## src/rtl/keypad_scan.sv

```systemverilog
// 4x4 matrix keypad scanner with synchronised columns,
// per-scan multi-key rejection and scan-level debouncing.
module keypad_scan #(
    parameter int SCAN_DIV = 1000,
    parameter int DEBOUNCE = 4
) (
    input  logic       clk,
    input  logic       reset,
    input  logic [3:0] col,
    output logic [3:0] row,
    output logic [3:0] num,
    output logic       numPressed,
    output logic       clear,
    output logic       submit
);

    localparam int TW = (SCAN_DIV > 1) ? $clog2(SCAN_DIV) : 1;
    localparam logic [TW-1:0] T_LAST = TW'(SCAN_DIV - 1);
    localparam logic [3:0] DEB    = 4'(DEBOUNCE);
    localparam logic [3:0] DEB_M1 = 4'(DEBOUNCE - 1);
    localparam logic       DEB_ONE = (DEBOUNCE == 1);

    localparam logic [3:0] K_CLR  = 4'd10;
    localparam logic [3:0] K_SUB  = 4'd11;
    localparam logic [3:0] K_NONE = 4'd15;

    typedef enum logic [1:0] {
        S_ROW0 = 2'd0,
        S_ROW1 = 2'd1,
        S_ROW2 = 2'd2,
        S_ROW3 = 2'd3
    } state_t;

    state_t        r_state;
    state_t        w_state_next;
    logic [TW-1:0] r_timer;
    logic          w_win_end;
    logic          w_scan_end;

    logic [3:0]    r_col_s1;
    logic [3:0]    r_col_s2;

    logic [1:0]    r_acc_cnt;
    logic [3:0]    r_acc_key;
    logic [1:0]    w_row_cnt;
    logic [3:0]    w_row_key;
    logic [2:0]    w_sum;
    logic [1:0]    w_tot_cnt;
    logic [3:0]    w_tot_key;
    logic [3:0]    w_scan_key;

    logic [3:0]    r_cand;
    logic [3:0]    r_stable;
    logic          r_accept;

    logic          w_is_digit;
    logic          w_is_clr;
    logic          w_is_sub;

    function automatic logic [3:0] key_map(
        input logic [1:0] r,
        input logic [1:0] c
    );
        logic [3:0] k;
        unique case ({r, c})
            4'b00_00: k = 4'd1;
            4'b00_01: k = 4'd2;
            4'b00_10: k = 4'd3;
            4'b00_11: k = K_CLR;
            4'b01_00: k = 4'd4;
            4'b01_01: k = 4'd5;
            4'b01_10: k = 4'd6;
            4'b10_00: k = 4'd7;
            4'b10_01: k = 4'd8;
            4'b10_10: k = 4'd9;
            4'b11_01: k = 4'd0;
            4'b11_10: k = K_SUB;
            default:  k = K_NONE;
        endcase
        return k;
    endfunction

    always_ff @(posedge clk or negedge reset) begin
        if (!reset) begin
            r_col_s1 <= 4'b1111;
            r_col_s2 <= 4'b1111;
        end else begin
            r_col_s1 <= col;
            r_col_s2 <= r_col_s1;
        end
    end

    assign w_win_end  = (r_timer == T_LAST);
    assign w_scan_end = w_win_end && (r_state == S_ROW3);

    always_ff @(posedge clk or negedge reset) begin
        if (!reset) begin
            r_timer <= '0;
        end else if (w_win_end) begin
            r_timer <= '0;
        end else begin
            r_timer <= r_timer + TW'(1);
        end
    end

    always_ff @(posedge clk or negedge reset) begin
        if (!reset) begin
            r_state <= S_ROW0;
        end else begin
            r_state <= w_state_next;
        end
    end

    always_comb begin
        w_state_next = r_state;
        if (w_win_end) begin
            unique case (r_state)
                S_ROW0: w_state_next = S_ROW1;
                S_ROW1: w_state_next = S_ROW2;
                S_ROW2: w_state_next = S_ROW3;
                S_ROW3: w_state_next = S_ROW0;
            endcase
        end
    end

    always_comb begin
        row = 4'b1111;
        unique case (r_state)
            S_ROW0: row = 4'b1110;
            S_ROW1: row = 4'b1101;
            S_ROW2: row = 4'b1011;
            S_ROW3: row = 4'b0111;
        endcase
    end

    // Mapped keys seen low in the current row, count saturates at 2.
    always_comb begin
        w_row_cnt = 2'd0;
        w_row_key = K_NONE;
        for (int c = 0; c < 4; c++) begin
            if (key_map(r_state, 2'(c)) != K_NONE && !r_col_s2[c]) begin
                if (w_row_cnt == 2'd0) begin
                    w_row_key = key_map(r_state, 2'(c));
                end
                if (w_row_cnt != 2'd2) begin
                    w_row_cnt = w_row_cnt + 2'd1;
                end
            end
        end
    end

    assign w_sum      = {1'b0, r_acc_cnt} + {1'b0, w_row_cnt};
    assign w_tot_cnt  = (w_sum >= 3'd2) ? 2'd2 : w_sum[1:0];
    assign w_tot_key  = (r_acc_cnt == 2'd0) ? w_row_key : r_acc_key;
    assign w_scan_key = (w_tot_cnt == 2'd1) ? w_tot_key : K_NONE;

    always_ff @(posedge clk or negedge reset) begin
        if (!reset) begin
            r_acc_cnt <= 2'd0;
            r_acc_key <= K_NONE;
        end else if (w_scan_end) begin
            r_acc_cnt <= 2'd0;
            r_acc_key <= K_NONE;
        end else if (w_win_end) begin
            r_acc_cnt <= w_tot_cnt;
            r_acc_key <= w_tot_key;
        end
    end

    // r_accept marks the one scan where the count first reaches DEBOUNCE.
    always_ff @(posedge clk or negedge reset) begin
        if (!reset) begin
            r_cand   <= K_NONE;
            r_stable <= DEB;
            r_accept <= 1'b0;
        end else if (w_scan_end) begin
            if (w_scan_key == r_cand) begin
                if (r_stable != DEB) begin
                    r_stable <= r_stable + 4'd1;
                end
                r_accept <= (r_stable == DEB_M1);
            end else begin
                r_cand   <= w_scan_key;
                r_stable <= 4'd1;
                r_accept <= DEB_ONE;
            end
        end else begin
            r_accept <= 1'b0;
        end
    end

    assign w_is_digit = (r_cand <= 4'd9);
    assign w_is_clr   = (r_cand == K_CLR);
    assign w_is_sub   = (r_cand == K_SUB);

    always_ff @(posedge clk or negedge reset) begin
        if (!reset) begin
            num        <= 4'd0;
            numPressed <= 1'b0;
            clear      <= 1'b0;
            submit     <= 1'b0;
        end else if (r_accept) begin
            unique case (1'b1)
                w_is_digit: begin
                    num        <= r_cand;
                    numPressed <= 1'b1;
                    clear      <= 1'b0;
                    submit     <= 1'b0;
                end
                w_is_clr: begin
                    numPressed <= 1'b0;
                    clear      <= 1'b1;
                    submit     <= 1'b0;
                end
                w_is_sub: begin
                    numPressed <= 1'b0;
                    clear      <= 1'b0;
                    submit     <= 1'b1;
                end
                default: begin
                    numPressed <= 1'b0;
                    clear      <= 1'b0;
                    submit     <= 1'b0;
                end
            endcase
        end
    end

endmodule

```

## config.mk

```make
export PLATFORM = sky130hd
export DESIGN_NAME = keypad_scan
export DESIGN_NICKNAME = d
export VERILOG_FILES = /design/src/rtl/keypad_scan.sv
export SDC_FILE = /design/constraint.sdc
export NUM_CORES = 1
export LEC_CHECK = 0
export ABC_AREA = 1
export CAP_MARGIN = 0
export CORE_MARGIN = 8
export CORE_UTILIZATION = 50
export DETAILED_ROUTE_END_ITERATION = 6
export GPL_TIMING_DRIVEN = 0
export PLACE_DENSITY = 0.79
export SLEW_MARGIN = 40
export SYNTH_ARGS = -nofsm -noshare
export SYNTH_HDL_FRONTEND = slang
export SYNTH_SLANG_ARGS = --single-unit
export TNS_END_PERCENT = 10
```

## constraint.sdc

```tcl
create_clock -name clk -period 4.6 [get_ports clk]
set_input_delay 1.15 -clock clk [delete_from_list [all_inputs] [get_ports clk]]
set_output_delay 1.15 -clock clk [all_outputs]
set_load 0.01 [all_outputs]
```

==> qor.csv <==
stage;metric;value;unit
setup_path;cp-end-kind;flop;
detailed_routing;ant_nets;0;
power_and_ir_drop;p_per_area;245;nW/um^2
detailed_routing;drcViolationCount;0;
sta;grt_setup_unrepaired;false;
detailed_routing;wl;4.47;mm
clock_tree;cts.sinks;42;
die;start_util;0.516;
finish;antenna_cells;0;
detailed_routing;vias_per_cell;5.17;
logic_synthesis;yosysMostFrequentCell;nand2_1;
global_routing;grt_pass1_wl;7.84;mm
clock_tree;cts_tree;done;
finish;final_area;2740;um^2
sta;setup_tns;0;ns
finish;regArea;1070;um^2
finish;utilization;0.583;
global_routing;track_usage;0.131;
setup_path;crit_fanout;10;
sta;tightest_slew;0.512;ns
setup_path;cp.required;4.83;ns
placed_design;gp_congestion;0.904;
die;die_x;85.6;um
logic_synthesis;syn_area_per_cell;8.21;um^2
logic_synthesis;async_reset_ff_frac;1.00;
setup_path;cp_slowest_cell;fa_1;
sta;fin_crit;3.95;ns
clock_tree;insertion_delay;0.29;ns
setup_path;slowest_delay;0.50;ns
placed_design;hpwl;3.48;mm
finish;drive_gt1_frac;0.160;
placed_design;dp_cells;365;
placed_design;port_buffers;16;
sta;finClkSkew;0.0118;ns
logic_synthesis;syn_area;2420;um^2
logic_synthesis;synth-seq-area-share;0.443;
global_routing;grt_pass1_vias;1849;
clock_tree;cts_resized;0;
logic_synthesis;synth_top_area_frac;0.258;
logic_synthesis;synth-edff-count;0;
logic_synthesis;ys_ff_latch;42;
setup_path;worst_setup_path_start_kind;flop;
sta;slew_headroom;0.659;
finish;fill_cells;430;
logic_synthesis;yosysUniqueCellTypes;29;
setup_path;path_cells;inv_1, ha_1, nand3_1, nand2_1, inv_1, ha_1, o21ai_0, ha_1, nor2_1, a21oi_1, ha_1, inv_1, fa_1, nand3_1, inv_1, buf_2, nand2_2, nand2_1, nand2_1, nor2_4, nand2_4, nand2_4, nand3_1, nand2_1;
die;fp.coreArea;4690;um^2
logic_synthesis;synth_fp_nets;317;
sta;fin_crit_sh;0.860;
logic_synthesis;ys.flop_type;dfrtp_1;
power_and_ir_drop;p_leak;0.00134;uW
detailed_routing;dr.first_iter.drc_count;92;
clock_tree;clock-root-buffer;clkbuf_8;
global_routing;overflow;0;
detailed_routing;dr.pass1.iters;6;
global_routing;grt_max_degree;43;
logic_synthesis;synth_area_leaders;dfrtp_1 (26%), dfstp_2 (18%), nand2_1 (9.5%), ha_1 (7.8%), inv_1 (7.8%);
placed_design;dpl_cell_area;2650;um^2
die;die-area;7320;um^2
logic_synthesis;synth_largest_area_cell;dfrtp_1;
sta;finalSetupViolCount;0;
logic_synthesis;yosysWarnings;0;
setup_path;critPathKind;flop to flop;
setup_path;timing.reg2reg.setup_slack;0.65;ns
logic_synthesis;syn_inst;295;
global_routing;antenna_found_initial;0;
finish;instances_no_fill;373;
finish;finalNetCount;340;
detailed_routing;vias;1928;
sta;max_freq;0.253;GHz
finish;syn_to_final_growth;13.1;%
clock_tree;cts_setup_buffers;0;
sta;finalHoldViolations;0;
clock_tree;cts_max_path_buffers;2;
logic_synthesis;yosys-top-cells-count;nand2_1 (61), inv_1 (50), nand3_1 (28), dfrtp_1 (25), nor2_1 (20);
clock_tree;path_clk_slew;0.08;ns
clock_tree;htreeDepth;2;
setup_path;arrival;4.19;ns
status;status;completed;
finish;multi_input_area;1140;um^2
detailed_routing;wire_per_inst;12.0;um
clock_tree;cts_inserted_buffers;5;
flow_run;cap_violations;0;
min_path;hold_class;flop to flop;
sta;maxSlewViolCount;0;
clock_tree;ctsHoldBuffers;0;
die;dieHeight;85.6;um
die;rows;25;
die;pin_count;17;
power_and_ir_drop;vdd_drop_max;0.135;mV
per-layer routing:
layer  vias up  share of wire  global-route usage
li1       1000              -                   -
met1       893           0.47               0.151
met2        25           0.47               0.224
met3        10          0.043              0.0344
met4         0          0.019              0.0573
met5         -              0                   0
cell usage in the layout (no fill, tap or decap), types with 2 or more instances in the layout:
master / netlist / final
nand2_2: 6 / 6
a21oi_1: 11 / 11
dfstp_2: 17 / 17
nor3_1: 6 / 6
nor2_2: 3 / 3
nand2_4: 4 / 4
o21ai_0: 16 / 16
nand3_2: 4 / 4
nor2_1: 20 / 20
a22oi_1: 3 / 3
buf_2: 2 / 2
nor2_4: 2 / 2
o22ai_1: 2 / 2
nand2_1: 61 / 61
clkbuf_8: 0 / 6
inv_1: 50 / 50
nand4_1: 9 / 9
nand3_1: 28 / 28
dfrtp_1: 25 / 25
clkdlybuf4s50_1: 0 / 15
ha_1: 15 / 15
inv_2: 2 / 2
metrics by stage:
stage          setup slack [ns]  hold slack, ns  total power (uW)
2_1_floorplan              1.12           0.345               417
4_1_cts                   0.629           0.354               682
6_report                  0.646           0.352               670
5_1_grt                   0.263           0.358               699
3_3_place_gp              0.762           0.346               434
3_5_place_dp              0.656           0.348               436
path summary, 6_finish.rpt:
kind	from	endpoint	cells past startpoint
max	r_state[1]	r_stable[0]	24
min	r_col_s1[1]	r_col_s2[1]	0
max reg2reg	r_state[1]	r_stable[0]	24
min reg2reg	r_col_s1[1]	r_col_s2[1]	0
max in group asynchronous	reset	r_cand[1]	1
min in group asynchronous	reset	r_timer[9]	1
worst max-delay path, delay by kind of cell (launching register included):
family	cells	cell delay, ns
fa+ha+maj	5	1.30
flops	1	0.47
compound gates	2	0.44
simple gates	12	1.07
buf+inv	5	0.61
sequential cells by signal (all words and copies together) (netlist names):
signal and cells:
r_col_s2 4, r_accept 1, clear 1, r_stable 4, r_timer 10, r_state 2
num 4, r_col_s1 4, r_acc_cnt 2, submit 1, numPressed 1, r_cand 4
r_acc_key 4
where the power goes:
part	leakage, uW	internal [uW]	switching, uW	total [uW]
sequential	0.000512	376	1.24	377
combinational	0.000776	17.0	34.4	51.5
clock	0.0000482	121	120	241
total	0.00134	514	156	670
final cells by class:
cell class	count	share of cell area
multi-input cells	199	0.418
flip-flops and latches	42	0.392
inverters	52	0.0713
repair buffers	16	0.0576
clock buffers	7	0.0315
well taps	54	0.0247
plain buffers	2	0.00366
clock inverters	1	0.00183
logic make-up after synthesis:
kind of cell | Yosys count | synth area share
and+or+nand+nor | 148 | 0.307
buffers and inverters | 54 | 0.0848
DFF | 42 | 0.443
AOI/OAI and AO/OA | 34 | 0.0760
adders and majority gates | 16 | 0.0858
xor gates and xnor gates | 1 | 0.00362
(Power assumes the default switching activity.)
